===== config.mk =====
export PLATFORM = sky130hd
export DESIGN_NAME = call_dispatcher
export DESIGN_NICKNAME = d
export VERILOG_FILES = /design/src/rtl/elevator_pkg.sv /design/src/rtl/call_fifo.sv /design/src/rtl/call_dispatcher.sv
export SDC_FILE = /design/constraint.sdc
export NUM_CORES = 1
export LEC_CHECK = 0
export BUFFER_PORTS_ARGS = -buffer_cell sky130_fd_sc_hd__buf_2
export CORE_ASPECT_RATIO = 1.75
export CORE_MARGIN = 1.5
export CORE_UTILIZATION = 47
export DETAILED_ROUTE_END_ITERATION = 8
export PLACE_DENSITY_LB_ADDON = 0.12
export SLEW_MARGIN = 5
export SYNTH_ARGS = -nofsm -noshare
export SYNTH_HDL_FRONTEND = slang
export SYNTH_HIERARCHICAL = 1
export SYNTH_SLANG_ARGS = --single-unit

===== constraint.sdc =====
create_clock -name clk -period 3.85 [get_ports clk]
set_input_delay 0 -clock clk [delete_from_list [all_inputs] [get_ports clk]]
set_output_delay 0 -clock clk [all_outputs]
set_load 0.005 [all_outputs]

===== src/rtl/elevator_pkg.sv =====
// Shared elevator types: floor encoding, dispatcher state and queued call record.
package elevator_pkg;

    localparam int NUM_FLOORS = 5;

    typedef logic [2:0] floor_t;

    typedef enum logic [1:0] {
        READY,
        ISSUE,
        WAIT_ACK,
        TRIP
    } disp_state_t;

    typedef struct packed {
        floor_t origin;
        floor_t dest;
    } call_t;

    // A call is serviceable only between two distinct, existing floors.
    function automatic logic call_is_valid(floor_t origin, floor_t dest);
        return (int'(origin) < NUM_FLOORS) && (int'(dest) < NUM_FLOORS) && (origin != dest);
    endfunction

endpackage


===== src/rtl/call_fifo.sv =====
// DEPTH-entry FIFO of trip requests; the head stays put until popped.
module call_fifo
    import elevator_pkg::*;
#(
    parameter int DEPTH = 4,
    localparam int AW = (DEPTH > 1) ? $clog2(DEPTH) : 1,
    localparam int CW = $clog2(DEPTH + 1)
) (
    input  logic          clk,
    input  logic          reset,
    input  logic          push,
    input  call_t         push_data,
    input  logic          pop,
    output call_t         head,
    output logic [CW-1:0] count,
    output logic          full,
    output logic          empty
);

    call_t         mem [DEPTH];
    logic [AW-1:0] rd_ptr;
    logic [AW-1:0] wr_ptr;
    logic          do_push;
    logic          do_pop;

    assign empty   = (count == '0);
    assign full    = (count == CW'(DEPTH));
    assign do_push = push && !full;
    assign do_pop  = pop && !empty;

    // Storage needs no reset: an empty queue masks the head to zero.
    always_ff @(posedge clk) begin
        if (do_push) begin
            mem[wr_ptr] <= push_data;
        end
    end

    always_ff @(posedge clk or negedge reset) begin
        if (!reset) begin
            rd_ptr <= '0;
            wr_ptr <= '0;
            count  <= '0;
        end else begin
            if (do_push) begin
                wr_ptr <= wr_ptr + AW'(1);
            end
            if (do_pop) begin
                rd_ptr <= rd_ptr + AW'(1);
            end
            case ({do_push, do_pop})
                2'b10:   count <= count + CW'(1);
                2'b01:   count <= count - CW'(1);
                default: count <= count;
            endcase
        end
    end

    assign head = empty ? call_t'('0) : mem[rd_ptr];

endmodule


===== src/rtl/call_dispatcher.sv =====
// Queues panel calls and issues them one at a time to the elevator controller.
// state    | meaning
// READY    | waiting for a queued call and an idle controller
// ISSUE    | req_en strobe for one cycle
// WAIT_ACK | waiting for the controller to drop idle; times out and re-issues
// TRIP     | trip in progress; head held until idle returns, then popped
module call_dispatcher
    import elevator_pkg::*;
#(
    parameter int DEPTH       = 4,
    parameter int ACK_TIMEOUT = 16,
    localparam int CW = $clog2(DEPTH + 1)
) (
    input  logic          clk,
    input  logic          reset,
    input  logic          call_valid,
    input  floor_t        call_origin,
    input  floor_t        call_dest,
    output logic          call_ready,
    input  logic          elev_idle,
    output logic          req_en,
    output floor_t        req_origin,
    output floor_t        req_dest,
    output logic [CW-1:0] queue_count,
    output logic [7:0]    drop_count,
    output logic [7:0]    retry_count
);

    localparam int TW = (ACK_TIMEOUT > 1) ? $clog2(ACK_TIMEOUT) : 1;

    disp_state_t   state;
    logic [TW-1:0] ack_timer;
    call_t         head;
    call_t         new_call;
    logic [CW-1:0] fifo_count;
    logic [CW-1:0] count_next;
    logic          fifo_full;
    logic          fifo_empty;
    logic          accept;
    logic          call_ok;
    logic          push;
    logic          pop;

    assign new_call.origin = call_origin;
    assign new_call.dest   = call_dest;

    assign accept = call_valid && call_ready;
    assign call_ok = call_is_valid(call_origin, call_dest);
    assign push   = accept && call_ok && !fifo_full;
    assign pop    = (state == TRIP) && elev_idle && !fifo_empty;

    call_fifo #(.DEPTH(DEPTH)) u_fifo (
        .clk       (clk),
        .reset     (reset),
        .push      (push),
        .push_data (new_call),
        .pop       (pop),
        .head      (head),
        .count     (fifo_count),
        .full      (fifo_full),
        .empty     (fifo_empty)
    );

    assign queue_count = fifo_count;
    assign req_origin  = head.origin;
    assign req_dest    = head.dest;

    always_comb begin
        count_next = fifo_count;
        if (push && !pop) begin
            count_next = fifo_count + CW'(1);
        end else if (pop && !push) begin
            count_next = fifo_count - CW'(1);
        end
    end

    // call_ready tracks the occupancy that will exist after this edge.
    always_ff @(posedge clk or negedge reset) begin
        if (!reset) begin
            call_ready <= 1'b1;
            drop_count <= '0;
        end else begin
            call_ready <= (count_next < CW'(DEPTH));
            if (accept && !call_ok && (drop_count != 8'hFF)) begin
                drop_count <= drop_count + 8'd1;
            end
        end
    end

    always_ff @(posedge clk or negedge reset) begin
        if (!reset) begin
            state       <= READY;
            req_en      <= 1'b0;
            ack_timer   <= '0;
            retry_count <= '0;
        end else begin
            case (state)
                READY: begin
                    if ((fifo_count != '0) && elev_idle) begin
                        state  <= ISSUE;
                        req_en <= 1'b1;
                    end
                end
                ISSUE: begin
                    state     <= WAIT_ACK;
                    req_en    <= 1'b0;
                    ack_timer <= '0;
                end
                WAIT_ACK: begin
                    if (!elev_idle) begin
                        state <= TRIP;
                    end else if (ack_timer == TW'(ACK_TIMEOUT - 1)) begin
                        state <= READY;
                        if (retry_count != 8'hFF) begin
                            retry_count <= retry_count + 8'd1;
                        end
                    end else begin
                        ack_timer <= ack_timer + TW'(1);
                    end
                end
                TRIP: begin
                    if (elev_idle) begin
                        state <= READY;
                    end
                end
                default: begin
                    state  <= READY;
                    req_en <= 1'b0;
                end
            endcase
        end
    end

endmodule

==> flow_metrics.py <==
metrics = {
    "layout": {
        "area_growth_pct": 15.7,
        "multi_input_area_um2": 1070,
        "layout_commonest_cell": "buf_2",
        "fillCellCount": 443,
        "fin_cells": 312,
        "layout_common_cells": "36 x buf_2, 30 x dfrtp_1, 24 x edfxtp_1",
        "layout-drive-gt1-share": 0.269,
        "seq_area_um2": 1500,
        "antenna_cells": 0,
        "nets": 256,
    },
    "worst_hold_path": {
        "whs_path_depth": 4,
        "worstHoldStart": "elev_idle",
        "hold_path.class": "in -> reg",
    },
    "drt": {
        "wl_per_cell_um": 15.5,
        "drt-initial-drc-count": 39,
        "drtAntennaViolNets": 0,
        "dr.pass1.iters": 4,
        "route.detailed.drc": 0,
        "wirelength_um": 4820,
        "avgViaCountPerCell": 5.19,
        "via_count": 1618,
    },
    "clocking": {
        "cts_sinks": 55,
        "cts_made_buffers": 5,
        "cts_max_level": 2,
        "cts_tree": "built",
        "ctsResizeCount": 0,
        "cts_root_buffer": "clkbuf_8",
        "ctsLongestPathBuffers": 2,
        "clkTransAtPathRegs_ns": 0.10,
        "clock_latency_ns": 0.30,
        "post-cts-setup-buffers": 0,
    },
    "logic_synthesis": {
        "netlist_area_um2": 2620,
        "synth_fp_nets": 209,
        "async_flop_share": 0.564,
        "syn_inst": 190,
        "synth_edf_count": 24,
        "synth_flop_cell": "dfrtp_1",
        "synth_area_leaders": "dfrtp_1 29%, edfxtp_1 28%, mux4_2 5.2%",
        "syn_area_per_cell_um2": 13.8,
        "yosysSeqAreaShare": 0.573,
        "synth_cell_types": 42,
        "yosysWarnings": 6,
        "synth_top_area_cell": "dfrtp_1",
        "synth_top_area_frac": 0.287,
        "ys_seq_elements": 55,
    },
    "power_and_ir_drop": {
        "p_leak_nw": 1.29,
        "vdd_drop_max_mv": 0.465,
        "power_density_nw_per_um2": 578,
    },
    "sta": {
        "setup-tns-final_ns": 0,
        "rsz0062_at_grt": "false",
        "worstMarginPinSlew_ns": 0.673,
        "finalCritPeriodShare": 0.673,
        "setup_violations": 0,
        "final_max_slew_viol_count": 0,
        "slew_headroom": 0.552,
        "max_freq_ghz": 0.386,
        "hold_viol": 0,
        "skew_ns": 0.00579,
        "min_period_ns": 2.59,
    },
    "critical_path": {
        "arrival_ns": 2.78,
        "cp.required_ns": 4.04,
        "worst-r2r-cell-count": 10,
        "crit_start": "call_origin[2]",
        "crit_type": "in -> reg",
        "startpoint_type": "input port",
        "r2r-start": "u_fifo/count[0]",
        "cp-end-kind": "flip-flop",
        "worstPathMaxFanout": 8,
    },
    "placed_design": {
        "port_buffers": 36,
        "place_inst": 297,
        "place_congestion": 0.744,
        "place_hpwl_um": 3630,
    },
    "floorplan": {
        "fp.dieW_um": 59.4,
        "num_rows": 35,
        "ios": 37,
        "die_h_um": 102,
        "die_area_um2": 6040,
        "initial_core_util": 0.494,
        "core_um2": 5300,
    },
    "flow_run": {
        "drv_cap": 0,
    },
    "global_route": {
        "grt_overflow": 0,
        "grt_max_degree": 32,
        "grt_pass1_vias": 1723,
        "antenna_found_initial": 0,
        "grt_pass1_wl_um": 8110,
        "track_usage": 0.179,
    },
    "run_status": {
        "status": "complete, no violations",
    },
}
## cell usage after synthesis, types with 2 or more instances
cell,number
o31ai_1,2
nand3_1,10
mux2i_1,3
edfxtp_1,24
inv_1,7
mux4_2,6
xor2_1,9
ha_1,8
nor2b_1,8
nand4_1,5
and4_1,2
xnor2_1,14
nor2b_2,2
mux2_1,2
o21ai_0,3
a311oi_4,2
and2_2,4
and3_1,3
nand2_1,13
dfrtp_1,30
nand2b_1,4
o21ai_1,2
nor2_1,8
## timing repair
action,in CTS,in global routing
hold endpoints to repair,54,0
setup endpoints to repair,0,0
hold buffers,7,0
## stage by stage
step	hold slack (ns)	setup WS (ns)	total power [mW]	utilization	area [µm²]
2_1_floorplan	-0.296	1.65	1.25	-	2620
3_3_place_gp	0.0670	1.50	1.42	0.541	2870
3_5_place_dp	0.0892	1.42	1.46	0.541	2870
4_1_cts	0.00856	1.24	1.77	0.571	3030
5_1_grt	0.0247	1.07	1.87	0.571	3030
6_report	0.0153	1.26	1.75	0.571	3030
## registers in the layout, summed over array words and instances, names as in the netlist
register,count
u_fifo/mem,24
drop_count,8
retry_count,8
ack_timer,4
u_fifo/count,3
state,2
u_fifo/rd_ptr,2
u_fifo/wr_ptr,2
call_ready,1
req_en,1
## worst paths after layout
path | slack, ns | end
min | 0.02 | state[1]
max | 1.26 | u_fifo/count[2]
max in group asynchronous | 3.15 | u_fifo/rd_ptr[1]
max reg2reg | 1.41 | u_fifo/count[2]
min reg2reg | 0.49 | retry_count[7]
min in group asynchronous | 0.25 | drop_count[7]
## cells by family (layout without fill, tap and decap cells)
kind of cell,Yosys count,count (layout),synth area share
DFF,55,55,0.573
muxes,12,12,0.0775
buffers and inverters,10,58,0.0177
and+or+nand+nor,70,70,0.167
xor gates and xnor gates,23,23,0.0770
adders and majority gates,9,9,0.0459
AOI/OAI and AO/OA,11,11,0.0416
## per-layer routing
layer / wire length (µm) / share of wire / GRT usage / vias up
met4: 65 / 0.013 / 0.0629 / 0
met2: 2670 / 0.55 / 0.322 / 39
met1: 1910 / 0.40 / 0.208 / 805
met5: 0 / 0 / 0 / -
li1: - / - / - / 768
met3: 178 / 0.037 / 0.0307 / 6
## report_power, final
group          switching (mW)  internal (mW)  total, mW  leakage (nW)
Clock                   0.184          0.127      0.311        0.0402
Combinational           0.238          0.299      0.537         0.635
Sequential              0.173          0.730      0.902         0.614
Total                   0.594           1.16       1.75          1.29
## area by class of cell
type | count | area share
flip-flops and latches | 55 | 0.495
clock inverters | 3 | 0.00661
clock buffers | 5 | 0.0227
multi-input cells | 125 | 0.354
repair buffers | 43 | 0.0827
well taps | 74 | 0.0306
inverters | 7 | 0.00868
## worst max-delay path: stages
cell           delay (ns)
dlygate4sd3_1        0.53
buf_2                0.16
or4b_4               0.56
a311oi_4             0.33
nor2b_4              0.28
inv_1                0.07
ha_1                 0.22
inv_1                0.08
fa_1                 0.19
xor2_1               0.15
nor2_1               0.07
xor2_1               0.13
No activity file was read; power rests on OpenSTA's default activity.
